--- src/rtl/uart_rx_fifo.sv ---
// uart_rx_fifo: oversampled UART receiver with majority vote, runtime parity/stop modes and a valid/ready output FIFO
module uart_rx_fifo #(
  parameter int OVERSAMPLE = 16,
  parameter int DATA_BITS = 8,
  parameter int FIFO_DEPTH = 8
) (
  input  logic                          clk,
  input  logic                          rst_n,
  input  logic                          rx,
  input  logic                          tick_os,
  input  logic [1:0]                    parity_mode,
  input  logic                          two_stop,
  output logic [DATA_BITS-1:0]          m_data,
  output logic                          m_perr,
  output logic                          m_valid,
  input  logic                          m_ready,
  output logic [$clog2(FIFO_DEPTH):0]   fifo_level,
  output logic                          framing_err,
  output logic                          break_det,
  output logic                          overrun
);
  localparam int CW = $clog2(OVERSAMPLE);
  localparam int BW = $clog2(DATA_BITS);
  localparam int AW = $clog2(FIFO_DEPTH);
  localparam logic [CW-1:0] HALF = CW'(OVERSAMPLE / 2 - 1);
  localparam logic [CW-1:0] FULL = CW'(OVERSAMPLE - 1);
  localparam logic [BW-1:0] LAST = BW'(DATA_BITS - 1);
  typedef enum logic [2:0] {IDLE, START, DATA, PARITY, STOP, RECOVER} state_t;
  state_t state;
  logic rx_m, rx_s, vote, pm_en, pm_odd, ts, sbit, sbad, zero, perr, push, pop, full, wr;
  logic [2:0] hist;
  logic [CW-1:0] cnt;
  logic [BW-1:0] bitn;
  logic [DATA_BITS-1:0] data;
  logic [DATA_BITS:0] mem [FIFO_DEPTH];
  logic [AW-1:0] wp, rp;
  assign vote = (hist[0] & hist[1]) | (hist[0] & hist[2]) | (hist[1] & hist[2]);
  assign push = tick_os && state == STOP && cnt == FULL && (sbit || !ts) && vote && !sbad;
  assign full = fifo_level == (AW + 1)'(FIFO_DEPTH);
  assign m_valid = fifo_level != '0;
  assign pop = m_valid && m_ready;
  assign wr = push && (!full || pop);
  assign m_data = m_valid ? mem[rp][DATA_BITS-1:0] : '0;
  assign m_perr = m_valid && mem[rp][DATA_BITS];
  always_ff @(posedge clk) begin
    framing_err <= 1'b0;
    break_det <= 1'b0;
    if (!rst_n) begin
      rx_m <= 1'b1;
      rx_s <= 1'b1;
      hist <= 3'b111;
      state <= IDLE;
      cnt <= '0;
      bitn <= '0;
      data <= '0;
      pm_en <= 1'b0;
      pm_odd <= 1'b0;
      ts <= 1'b0;
      sbit <= 1'b0;
      sbad <= 1'b0;
      zero <= 1'b0;
      perr <= 1'b0;
    end else begin
      rx_m <= rx;
      rx_s <= rx_m;
      if (tick_os) begin
        hist <= {hist[1:0], rx_s};
        cnt <= cnt == FULL ? '0 : cnt + 1'b1;
        case (state)
          IDLE: if (!rx_s) begin
            state <= START;
            cnt <= '0;
          end
          START: if (cnt == HALF) begin
            cnt <= '0;
            state <= vote ? IDLE : DATA;
            pm_en <= ^parity_mode;
            pm_odd <= parity_mode == 2'b10;
            ts <= two_stop;
            bitn <= '0;
            zero <= 1'b1;
            sbit <= 1'b0;
            sbad <= 1'b0;
            perr <= 1'b0;
          end
          DATA: if (cnt == FULL) begin
            data <= {vote, data[DATA_BITS-1:1]};
            zero <= zero & ~vote;
            bitn <= bitn + 1'b1;
            if (bitn == LAST) state <= pm_en ? PARITY : STOP;
          end
          PARITY: if (cnt == FULL) begin
            perr <= (^data ^ vote) != pm_odd;
            zero <= zero & ~vote;
            state <= STOP;
          end
          STOP: if (cnt == FULL) begin
            if (ts && !sbit) begin
              sbit <= 1'b1;
              sbad <= ~vote;
              zero <= zero & ~vote;
            end else if (vote && !sbad) begin
              state <= IDLE;
            end else begin
              // an all-zero frame is a line break, anything else a framing error
              state <= RECOVER;
              break_det <= zero & ~vote;
              framing_err <= ~(zero & ~vote);
            end
          end
          RECOVER: if (rx_s) state <= IDLE;
          default: state <= IDLE;
        endcase
      end
    end
  end
  always_ff @(posedge clk) begin
    overrun <= 1'b0;
    if (!rst_n) begin
      wp <= '0;
      rp <= '0;
      fifo_level <= '0;
    end else begin
      if (wr) begin
        mem[wp] <= {perr, data};
        wp <= wp + 1'b1;
      end
      if (pop) rp <= rp + 1'b1;
      overrun <= push && full && !pop;
      fifo_level <= fifo_level + (AW + 1)'(wr) - (AW + 1)'(pop);
    end
  end
endmodule

--- config.mk ---
export PLATFORM = sky130hd
export DESIGN_NAME = uart_rx_fifo
export DESIGN_NICKNAME = d
export VERILOG_FILES = /design/src/rtl/uart_rx_fifo.sv
export SDC_FILE = /design/constraint.sdc
export NUM_CORES = 1
export LEC_CHECK = 0
export ABC_AREA = 0
export BUFFER_PORTS_ARGS = -buffer_cell sky130_fd_sc_hd__buf_2
export CORE_UTILIZATION = 35
export CTS_CLUSTER_SIZE = 30
export DETAILED_ROUTE_END_ITERATION = 7
export PLACE_DENSITY_LB_ADDON = 0.15
export SYNTH_ARGS = -nofsm -noshare
export SYNTH_HDL_FRONTEND = slang
export SYNTH_SLANG_ARGS = --single-unit
--- constraint.sdc ---
create_clock -name clk -period 5.5 [get_ports clk]
set_input_delay 1.375 -clock clk [delete_from_list [all_inputs] [get_ports clk]]
set_output_delay 1.375 -clock clk [all_outputs]
set_load 0.1 [all_outputs]
==> After elaboration in Yosys (flattened, before gate mapping) <==
Memories as Yosys holds them, arrays and structs flattened. A register that Yosys moved wholly into a read port is not among the register bits.
Index checks and enable logic that the tools add are counted.
{ "totals": {"ff_bits": 43, "ram_bits": 72, "inputBits": 8, "output_inout_bits": 17, "word_cells": 136, "memories": 1} }
{ "op_classes": {"addsub": 6, "eq_ne": 21, "muxes": 39, "n_bitwise": 13, "n_reduce_logical": 36} }
{ "mem_list": {"columns": ["memory", "words", "width", "rd", "rd_clocked_by_memory_dff", "wr", "line_no", "text"], "rows": [
  ["mem", 8, 9, 1, 1, 1, "35", "logic [DATA_BITS:0] mem [FIFO_DEPTH];"]
]} }
{ "ops": {"columns": ["op", "count"], "rows": [
  ["$mux 3", 14],
  ["$pmux 3 s6", 1],
  ["$ne 2x2->1 const B", 7],
  ["$mux 1", 13],
  ["$logic_and 1x1->1", 12],
  ["$mux 4", 3],
  ["$add 3x1->3 const B", 3],
  ["$eq 3x3->1 const B", 3],
  ["$reduce_and 9->1", 1],
  ["$eq 4x4->1 const B", 2],
  ["$mux 8", 1],
  ["$pmux 4 s2", 1],
  ["$reduce_and 4->1", 2],
  ["$reduce_xor 8->1", 1],
  ["$eq 3x2->1 const B", 2],
  ["$ne 2x1->1 const B", 3],
  ["$not 1->1", 6],
  ["$pmux 1 s2", 3],
  ["$pmux 3 s2", 1],
  ["$reduce_and 3->1", 2],
  ["$reduce_and 6->1", 1],
  ["$reduce_bool 2->1", 3],
  ["$reduce_or 6->1", 1],
  ["$logic_not 1->1", 5],
  ["other kinds (19)", 24]
]} }

==> Longest topological paths before layout <==
{ "logic_depth": {"ltp_word": 10, "ltp_mapped": 11, "ltp_nobuf": 11} }

==> Least setup slack after synthesis <==
OpenSTA, ideal clock, no wires.
{ "synth_timing": {"path_type": "reg-to-output", "startpoint": "reg fifo_level[2]", "endpoint": "out m_data[0]", "arrival_time_ps": 3033, "required_ps": 4125, "path_slack_ps": 1092, "path_stages_with_launch": 6, "path_buffers": 1, "path_cell_list": "dfxtp_1 inv_1 ha_1 nor3b_1 clkbuf_1 nor2_1"} }
{ "synth_between": {"elab_chain_len": 2} }
{ "synth_rtl": {"columns": ["element", "line_no", "text"], "rows": [
  ["from (decl)", "17", "output logic [$clog2(FIFO_DEPTH):0] fifo_level,"],
  ["from (signal assigned)", "130", "fifo_level <= fifo_level + (AW + 1)'(wr) - (AW + 1)'(pop);"],
  ["$reduce_bool 4->1", "40", "assign m_valid = fifo_level != '0;"],
  ["$mux 8", "43", "assign m_data = m_valid ? mem[rp][DATA_BITS-1:0] : '0;"],
  ["to (decl)", "13", "output logic [DATA_BITS-1:0] m_data,"]
]} }
No other way between the ends.

==> key figures <==
Outcome
  – Status: finished, final reports clean

Clock network
  – Hold_buf cts: 0
  – Largest buffer count on any clock path: 2
  – Post-CTS Setup Repair Bufs: 0
  – Post_cts resized: 0
  – Clock Latency Late Sink: 0.41 ns
  – Worst-path clk slew: 0.05 ns
  – CTS tree: done
  – CTS H-tree depth: 4
  – Clock sink total: 118
  – Number of CTS-inserted buffers: 17
  – Clock root buffer: clkbuf_16

Floorplanning
  – Core Region: about 14000 um^2
  – Die width: 122 um
  – Count of boundary I/O pins: 25
  – Chip height: around 120 um
  – Number of core rows: between 40 and 50
  – Starting Density: roughly 36%
  – Die area: 15000 um^2

Synth
  – Post-synth ARST share: 0%
  – Synth cell types: 59
  – Post-synth top area cell: edfxtp_1
  – EDFF count, synth: 72
  – Top FF cell, synth: edfxtp_1
  – Cell area after synthesis: 5080 um^2
  – Synth top cells by count: edfxtp_1, dfxtp_1, mux2i_1, nor2b_1, nor2_1
  – Top-area cell type share of the netlist area: 42.6%
  – Synth warn: 0
  – Syn Area/Cell: 14.0 um^2
  – Synth area leaders: edfxtp_1, dfxtp_1, mux4_2
  – Synthesized Nets: 384
  – Cells after Synth: around 360
  – Share of the yosys chip area belonging to registers: between 60% and 70%
  – Most frequent cell after synthesis: edfxtp_1
  – #FFs+latches synth: 118

STA
  – RSZ-0062 raised after global routing: false
  – Final Hold Vio Count: 0
  – Clock skew: 0.00951 ns
  – Fin Hold WS: 0.409 ns
  – Setup Total Neg Slack: 0 ns
  – Final WS setup: 1.74 ns
  – Slew HR: 29.6%
  – Final setup viols: 0
  – Max Transition Viols Final: 0
  – Final worst path period need: 3.76 ns
  – Worst Max-Slew Pin Slew: 1.05 ns
  – Tcrit/Tclk final: 68.4%
  – Max Fclk: 266 MHz

Global routing
  – GRT Overall Usage: 14.4%
  – GRT overflow: 0
  – Vias in the first global route: 2951
  – Global-route wire length before repair: 15700 um
  – Initial antenna violation count: 0
  – Largest net degree at the start of global routing: 44

Placed design
  – Placed cells: 554
  – IO buf count: 24
  – Routability cong.: 0.802
  – HPWL after DPL: 6080 um
  – Place WS: 1.68 ns
  – Area of placed instances: between 5000 and 6000 um^2

Worst setup path
  – Worst path depth: 4
  – R2r endpoint: mem[6][6]
  – Crit Path Category: register to output port
  – Reg2Reg Depth: 5
  – Worst R2R Start: state[2]
  – Ordered cell list for the critical path: mux4_2, mux2i_1, nor2_1, buf_2
  – Crit path to: m_data[0]
  – Crit path largest cell delay: about 0.93 ns
  – Arrival time worst endpoint: 2.39 ns
  – Crit path required time: 4.12 ns
  – Critical path capture point type: output port
  – Buf/Inv on CP: 1
  – Startpoint Class: register
  – CP max stage cell: dfxtp_1
  – Top fanout value on the critical path: 18
  – Reg2reg setup slack: 2.59 ns
  – Crit-path leading delay family: flip-flops

Cells and area
  – Area grow syn2layout: 17.3%
  – Register area: roughly 3000 um^2
  – Footprint of the multi-input gates: roughly 1900 um^2
  – Inserted Diodes: 0
  – Share of cells above drive strength 1: between 20% and 30%
  – Final Net Count: 413
  – Post-Layout Cell Count: 585
  – Finished Core Util: 42.4%
  – Design area: 5960 um^2
  – Fill count: around 1300

Detailed routing
  – DRC viols: 0
  – Initial drt markers: 137
  – DR vias: 2886
  – DR WL/cell: roughly 16 um
  – Detail Route Antenna Nets: 0
  – DRT Pass-1 Iters: 4
  – Routed WL: 9460 um
  – DR vias/cell: 4.93

Power and ir drop
  – Worst VDD drop: a little over 0.3 mV
  – Total Power: slightly above 3 mW
  – Pleak: 2.26 nW
  – Total power per unit cell area: 515 nW/um^2

Hold path
  – Worst Hold Class: register to register

Run
  – Max-capacitance violation count: 0
[power breakdown]
part | switching, mW | internal (mW)
sequential | 0.0370 | 0.957
combinational | 0.734 | 0.227
clock | 0.366 | 0.747
[final cells by class]
cell class | count | share of cell area, %
Clock buffer | 20 | 7.33
Clock inverter | 11 | 2.65
Inverter | 10 | 0.630
Multi-Input combinational cell | 220 | 31.6
Sequential cell | 118 | 51.8
Tap cell | 180 | 3.78
Timing Repair Buffer | 26 | 2.27
[layout by cell type, fill, tap and decap left out, types with 10 or more instances in the layout]
master / instances
nand2_1: 18
inv_1: 10
nor2_1: 21
ha_1: 11
mux4_2: 18
edfxtp_1: 72
nand2b_1: 11
mux2i_1: 24
and2_1: 11
dfxtp_1: 46
clkbuf_16: 17
buf_2: 24
nor2b_1: 22
[sequential cells by signal (all words and copies together) (netlist names), 3 cells and up, named ones only]
signal	flops
bitn	3
cnt	4
data	8
fifo_level	4
hist	3
mem	72
rp	3
state	3
wp	3
[cell families (layout without fill, tap and decap cells)]
| logic type | after synthesis | after routing | synth area share, % |
|---|---|---|---|
| adder cells (fa/ha/maj) | 13 | 13 | 3.33 |
| XOR/XNOR | 14 | 14 | 2.69 |
| AND/OR/NAND/NOR | 114 | 114 | 13.1 |
| multiplexers | 42 | 42 | 12.7 |
| AO/OA/AOI/OAI | 37 | 37 | 5.17 |
| flip-flops | 118 | 118 | 60.7 |
| buffers and inverters | 26 | 67 | 2.27 |
[metal layers]
metal | vias up | wire [um] | global-route usage, %
met5 | - | 0 | 0
met4 | 0 | 182 | 7.55
met3 | 16 | 247 | 3.90
met2 | 39 | 4640 | 22.8
met1 | 1424 | 4390 | 17.9
li1 | 1407 | - | -
[worst min path at each step]
stage          startpoint   end  slack (ns)  cells after the start
4_1_cts              rx_m  rx_s        0.41                      1
3_5_place_dp         rx_m  rx_s        0.40                      1
5_1_grt              rx_m  rx_s        0.44                      1
2_1_floorplan        rx_m  rx_s        0.39                      1
3_3_place_gp         rx_m  rx_s        0.41                      1
6_report             rx_m  rx_s        0.41                      1
Power figures use the tool's default switching activity.
